## config.mk

```make
export PLATFORM = sky130hd
export DESIGN_NAME = viterbi_decoder
export DESIGN_NICKNAME = d
export VERILOG_FILES = /design/src/rtl/viterbi_pkg.sv /design/src/rtl/viterbi_acs.sv /design/src/rtl/viterbi_decoder.sv
export SDC_FILE = /design/constraint.sdc
export NUM_CORES = 1
export LEC_CHECK = 0
export ABC_AREA = 0
export BUFFER_PORTS_ARGS = -buffer_cell sky130_fd_sc_hd__buf_2
export CAP_MARGIN = 20
export CORE_MARGIN = 2
export CORE_UTILIZATION = 40
export CTS_BUF_LIST = sky130_fd_sc_hd__clkbuf_4
export CTS_CLUSTER_DIAMETER = 100
export DETAILED_ROUTE_END_ITERATION = 16
export SETUP_SLACK_MARGIN = 0.15
export SYNTH_ARGS = -nofsm -noshare
export SYNTH_HDL_FRONTEND = slang
export SYNTH_HIERARCHICAL = 1
export SYNTH_SLANG_ARGS = --single-unit
```

## constraint.sdc

```tcl
create_clock -name clk -period 7.3 [get_ports clk]
set_clock_uncertainty 0.15 [all_clocks]
set_input_delay 0.73 -clock clk [delete_from_list [all_inputs] [get_ports clk]]
set_output_delay 0.73 -clock clk [all_outputs]
set_load 0.02 [all_outputs]
```

## src/rtl/viterbi_pkg.sv

```systemverilog
// -----------------------------------------------------------------------------
// viterbi_pkg
// Shared constants and helpers for the rate-1/2, K=3 (g = 7,5 octal)
// hard-decision Viterbi decoder.
//
//   NUM_STATES   number of trellis states (2^(K-1))
//   K            constraint length
//   G0 / G1      generator taps applied to {b, s1, s2}; G0 yields c1, G1 yields c0
//   expected_sym branch code emitted on the transition pred -> ns
//   hamming2     Hamming distance between two 2-bit symbols (0..2)
// -----------------------------------------------------------------------------
package viterbi_pkg;

  localparam int NUM_STATES = 4;
  localparam int K          = 3;

  localparam logic [K-1:0] G0 = 3'b111;
  localparam logic [K-1:0] G1 = 3'b101;

  // State s = {s1, s2}. Entering ns means the input bit was ns[1], and the
  // encoder shift register held {b, s1, s2} = {ns[1], pred[1], pred[0]}.
  function automatic logic [1:0] expected_sym(input logic [1:0] ns,
                                              input logic [1:0] pred);
    logic [K-1:0] sr;
    sr = {ns[1], pred[1], pred[0]};
    return {^(sr & G0), ^(sr & G1)};
  endfunction

  function automatic logic [1:0] hamming2(input logic [1:0] a,
                                          input logic [1:0] b);
    logic [1:0] diff;
    diff = a ^ b;
    return {1'b0, diff[1]} + {1'b0, diff[0]};
  endfunction

endpackage

```

## src/rtl/viterbi_acs.sv

```systemverilog
// -----------------------------------------------------------------------------
// viterbi_acs
// Add-compare-select for one trellis state.
//
//   i_pm0 / i_pm1   path metrics of predecessors p0 and p1
//   i_bm0 / i_bm1   branch metrics for the p0 -> ns and p1 -> ns transitions
//   o_pm            surviving (minimum) candidate metric
//   o_sel           1 when p1 survives; ties resolve to p0
// -----------------------------------------------------------------------------
module viterbi_acs #(
  parameter int PM_W = 6
) (
  input  logic [PM_W-1:0] i_pm0,
  input  logic [PM_W-1:0] i_pm1,
  input  logic [1:0]      i_bm0,
  input  logic [1:0]      i_bm1,
  output logic [PM_W-1:0] o_pm,
  output logic            o_sel
);

  logic [PM_W-1:0] w_sum0;
  logic [PM_W-1:0] w_sum1;

  // Metrics are kept bounded by normalisation in the parent, so these sums
  // never wrap.
  assign w_sum0 = i_pm0 + PM_W'(i_bm0);
  assign w_sum1 = i_pm1 + PM_W'(i_bm1);

  // Strict less-than: p0 keeps the path on an equal metric.
  assign o_sel = (w_sum1 < w_sum0);
  assign o_pm  = o_sel ? w_sum1 : w_sum0;

endmodule

```

## src/rtl/viterbi_decoder.sv

```systemverilog
// -----------------------------------------------------------------------------
// viterbi_decoder
// Hard-decision Viterbi decoder for the rate-1/2, K=3 (7,5) convolutional code.
// One symbol per clock, register-exchange survivor memory, fixed decision
// depth TB_DEPTH.
//
// Ports
//   clk       rising-edge clock
//   reset     asynchronous, active-low reset
//   c_in      received code symbol {c1, c0}
//   c_valid   symbol accepted on the clk edge where this is high
//   b_out     decoded bit (holds between pulses)
//   b_valid   one-cycle pulse marking b_out valid
//   best_pm   metric of the best state after the last accepted symbol
//
// Input handshake: there is no ready; the decoder accepts a symbol on every
// rising edge where c_valid is high. With c_valid low all metrics, survivors
// and the symbol counter hold, and b_valid is low on the following cycle.
//
// Output timing: the edge accepting symbol k (0-based) with k >= TB_DEPTH-1
// raises b_valid and presents decoded bit k-TB_DEPTH+1 on b_out.
// -----------------------------------------------------------------------------
module viterbi_decoder
  import viterbi_pkg::*;
#(
  parameter int TB_DEPTH = 15,
  parameter int PM_W     = 6
) (
  input  logic            clk,
  input  logic            reset,
  input  logic [1:0]      c_in,
  input  logic            c_valid,
  output logic            b_out,
  output logic            b_valid,
  output logic [PM_W-1:0] best_pm
);

  localparam int                CNT_W   = $clog2(TB_DEPTH + 1);
  localparam logic [CNT_W-1:0]  CNT_SAT = CNT_W'(TB_DEPTH);
  localparam logic [CNT_W-1:0]  CNT_OUT = CNT_W'(TB_DEPTH - 1);
  localparam logic [PM_W-1:0]   PM_INIT = PM_W'(1) << (PM_W - 2);

  // Only TB_DEPTH-1 survivor bits are stored: the oldest bit of the updated
  // survivor is consumed by b_out on the same edge and would never be read
  // back from a register.
  logic [NUM_STATES-1:0][PM_W-1:0]     r_pm;
  logic [NUM_STATES-1:0][TB_DEPTH-2:0] r_surv;
  logic [CNT_W-1:0]                    r_cnt;

  logic [NUM_STATES-1:0][PM_W-1:0]     w_pm_acs;
  logic [NUM_STATES-1:0][PM_W-1:0]     w_pm_norm;
  logic [NUM_STATES-1:0][TB_DEPTH-1:0] w_surv_full;
  logic [NUM_STATES-1:0]               w_sel;
  logic [NUM_STATES-1:0]               w_msb;
  logic                                w_all_msb;
  logic [1:0]                          w_lo;
  logic [1:0]                          w_hi;
  logic [1:0]                          w_best;

  // ---------------------------------------------------------------------------
  // Per-state branch metrics, ACS and survivor selection
  // ---------------------------------------------------------------------------
  for (genvar g = 0; g < NUM_STATES; g++) begin : g_state
    localparam logic [1:0] NS = 2'(g);
    localparam logic [1:0] P0 = {NS[0], 1'b0};
    localparam logic [1:0] P1 = {NS[0], 1'b1};

    logic [1:0]          w_bm0;
    logic [1:0]          w_bm1;
    logic [TB_DEPTH-2:0] w_surv_win;

    assign w_bm0 = hamming2(c_in, expected_sym(NS, P0));
    assign w_bm1 = hamming2(c_in, expected_sym(NS, P1));

    viterbi_acs #(
      .PM_W (PM_W)
    ) u_acs (
      .i_pm0 (r_pm[P0]),
      .i_pm1 (r_pm[P1]),
      .i_bm0 (w_bm0),
      .i_bm1 (w_bm1),
      .o_pm  (w_pm_acs[g]),
      .o_sel (w_sel[g])
    );

    // The decided bit for entering ns is ns[1]; it becomes the newest (LSB).
    assign w_surv_win     = w_sel[g] ? r_surv[P1] : r_surv[P0];
    assign w_surv_full[g] = {w_surv_win, NS[1]};
    assign w_msb[g]       = w_pm_acs[g][PM_W-1];
  end

  // ---------------------------------------------------------------------------
  // Normalisation: once every metric has its MSB set, drop the MSB from all.
  // Relative order is unchanged, so the argmin below is unaffected.
  // ---------------------------------------------------------------------------
  assign w_all_msb = &w_msb;

  for (genvar g = 0; g < NUM_STATES; g++) begin : g_norm
    assign w_pm_norm[g] = w_all_msb ? {1'b0, w_pm_acs[g][PM_W-2:0]}
                                    : w_pm_acs[g];
  end

  // ---------------------------------------------------------------------------
  // Argmin tree. Pairs are compared strictly, and the low pair only loses on a
  // strictly smaller high-pair metric, so ties go to the lowest state index.
  // ---------------------------------------------------------------------------
  always_comb begin
    w_lo   = (w_pm_norm[1] < w_pm_norm[0]) ? 2'd1 : 2'd0;
    w_hi   = (w_pm_norm[3] < w_pm_norm[2]) ? 2'd3 : 2'd2;
    w_best = (w_pm_norm[w_hi] < w_pm_norm[w_lo]) ? w_hi : w_lo;
  end

  // ---------------------------------------------------------------------------
  // State and output registers
  // ---------------------------------------------------------------------------
  always_ff @(posedge clk or negedge reset) begin
    if (!reset) begin
      for (int s = 0; s < NUM_STATES; s++) begin
        r_pm[s] <= (s == 0) ? '0 : PM_INIT;
      end
      r_surv  <= '0;
      r_cnt   <= '0;
      b_out   <= 1'b0;
      b_valid <= 1'b0;
      best_pm <= '0;
    end else begin
      b_valid <= 1'b0;
      if (c_valid) begin
        r_pm <= w_pm_norm;
        for (int s = 0; s < NUM_STATES; s++) begin
          r_surv[s] <= w_surv_full[s][TB_DEPTH-2:0];
        end
        if (r_cnt != CNT_SAT) begin
          r_cnt <= r_cnt + CNT_W'(1);
        end
        // r_cnt equals min(k, TB_DEPTH) for the symbol k being accepted.
        b_valid <= (r_cnt >= CNT_OUT);
        b_out   <= w_surv_full[w_best][TB_DEPTH-1];
        best_pm <= w_pm_norm[w_best];
      end
    end
  end

endmodule
```

==> impl_results.md <==
- Run status: complete, no violations
- Avg Synthesized Cell Area: 9.96 um^2
- Initial Utilization: 0.410
- Slew Viols, Final: 0
- Worst Path Required: 7.54 ns
- CP Data Arrival Time: 6.59 ns
- Post-Synthesis Cells: 626
- Initial antenna violation count: 1
- IO Count: 13
- Synth unique cells: 47
- Layout area overhead: 5.86%
- Hold_ws: 0.333 ns
- Via count: 4384
- Slew HR: 0.349
- Clk slew on worst S/H paths: 0.14 ns
- Die boundary height: 129 um
- Vias in the first global route: 4459
- Final setup violation count: 0
- Yosys Warn Count: 6
- Avg WL per Cell: 15.6 um
- GRT Total Usage: 0.167
- Post-Place Cells: 804
- CP Launch Type: input port
- Post-synth ARST share: 1.00
- Synth Flop Type: dfrtp_1
- CTS Buf Count: 9
- Achievable clock frequency: 0.157 GHz
- DR pass1 iterations: 4
- Finished Core Util: 0.434
- Total gr overflow: 0
- Syn Nets: 698
- Clock sinks: 87
- Area contributors post-synth: dfrtp_1 (34%), ha_1 (12%), mux2i_1 (12%)
- Largest net degree at the start of global routing: 113
- Post-synth top area cell: dfrtp_1
- Hpwl dp: 9530 um
- First-iteration detailed-routing DRC count: 214
- Crit path max fanout: 12
- Most frequent cells in the layout: dfrtp_1 (84), mux2i_1 (73), inv_1 (70), ha_1 (59), a21oi_1 (54)
- Fin cells: 821
- Post-DRT Antenna Nets: 0
- Max-cap violations: 0
- Resized cells post-CTS: 0
- First-pass GRT wire length: 21800 um
- Hold-fix buffers, CTS: 1
- Commonest non-fill, non-tap cell in the layout: dfrtp_1
- CTS max path bufs: 2
- Fin. Hold Viols: 0
- Total die area: 16600 um^2
- TNS Setup: 0 ns
- TritonCTS clock tree: done
- Final period util: 0.870
- H-tree levels: 3
- Row Count: 45
- Die X: 129 um
- Mapped cell area: 6230 um^2
- Nets: 700
- Multi-input gate area: 3680 um^2
- Layout fillers: 1486
- Synth top area share: 0.337
- Crit end category: flip-flop
- Clock Tree Root: clkbuf_4
- Register area share after synthesis: 0.350
- DRT Wirelength: 12800 um
- Ratio of cells with drive above 1 in the final layout: 0.130
- Port-buffer cells: 12
- Via density: 5.34
- RSZ-0062 raised after global routing: false
- Post-synth EDFFs: 0
- WS Path Type: in -> reg
- CORE AREA: 15200 um^2
- Worst hold path class: reg -> reg
- Register area: 2180 um^2
- #FFs+latches synth: 87
- Residual DRC: 0
- Worst-margin pin slew: 0.977 ns
- Final Wtd Congestion: 0.866
- Worst skew pair latency: 0.46 ns
- Post-CTS Setup Bufs: 0
- Min cycle time layout: 6.35 ns
==> worst max-delay path, cell delays in order <==
cell,delay [ns]
buf_2,0.10
inv_1,0.06
ha_1,0.38
ha_1,0.20
inv_1,0.06
fa_1,0.39
nand3b_1,0.18
xor2_1,0.19
inv_1,0.06
ha_1,0.31
a21o_1,0.20
a21oi_2,0.19
o21ai_4,0.14
mux2i_1,0.35
inv_1,0.08
ha_1,0.33
nand2_1,0.08
o21ai_0,0.29
a21o_1,0.30
mux2_2,0.39
ha_1,0.31
a21o_1,0.16
a21o_1,0.18
a21oi_2,0.18
o211ai_2,0.26
a211o_1,0.31
a31oi_1,0.18
==> cells by family after synthesis <==
kind of cell	share of synthesized area
and+or+nand+nor	0.0859
AOI/OAI and AO/OA	0.142
buffers and inverters	0.0602
xor gates and xnor gates	0.0464
adders and majority gates	0.144
DFF	0.350
muxes	0.172
==> final timing paths <==
kind / start / endpoint / slack (ns) / cells past startpoint
max: c_in[0] / b_out$_DFFE_PN0P_ / 0.95 / 27
min: r_surv[42]$_DFFE_PN0P_ / r_surv[42]$_DFFE_PN0P_ / 0.33 / 1
max reg2reg: r_pm[6]$_DFFE_PN0P_ / b_out$_DFFE_PN0P_ / 1.34 / 24
min reg2reg: r_surv[42]$_DFFE_PN0P_ / r_surv[42]$_DFFE_PN0P_ / 0.33 / 1
max in group asynchronous: reset / r_pm[2]$_DFFE_PN0P_ / 5.37 / 3
min in group asynchronous: reset / r_surv[15]$_DFFE_PN0P_ / 0.53 / 2
==> layer usage <==
metal	GRT usage	share of wire	vias to the layer above
met2	0.286	0.49	43
met1	0.210	0.46	2136
met4	0.0531	0.020	0
li1	-	-	2183
met3	0.0387	0.027	22
met5	0	0	-
==> registers in the layout, summed over array words and instances (netlist names) <==
signal / cells
b_out: 1
b_valid: 1
best_pm: 6
r_cnt: 4
r_pm: 24
r_surv: 51
==> metrics by stage <==
stage               setup WS (ns)  area (um^2)
floorplan                    1.24         6230
global route                0.496         6600
finish                      0.948         6600
global placement            0.661         6450
detailed placement          0.452         6450
CTS                         0.944         6600
==> Yosys cell counts (all sizes together), types with 2 or more instances <==
cell and instances:
buf 9, nand2b 6, nor2 48, xor2 24, a21oi 62, o21ai 17, nand2 23, nand4 7
clkbuf 17, dfrtp 84, a22o 4, fa 8, and4 5, nand3b 4, ha 59, a211oi 3
mux2 29, a31oi 5, mux2i 73, xnor2 9, a21o 18, nand3 18, o221ai 2, o21a 4
o211ai 3, dfstp 3, inv 70
==> cell type report <==
| class | count | share of cell area |
|---|---|---|
| sequential | 87 | 0.330 |
| inverter | 70 | 0.0398 |
| tap | 188 | 0.0356 |
| timing repair buffer | 17 | 0.0159 |
| clock inverter | 5 | 0.00910 |
| multi-input combinational | 443 | 0.557 |
| antenna | 1 | 0.000379 |
| clock buffer | 10 | 0.0114 |
Power is not shown: default switching activity piles up to over one toggle a cycle in this logic, so the estimate is an artifact.
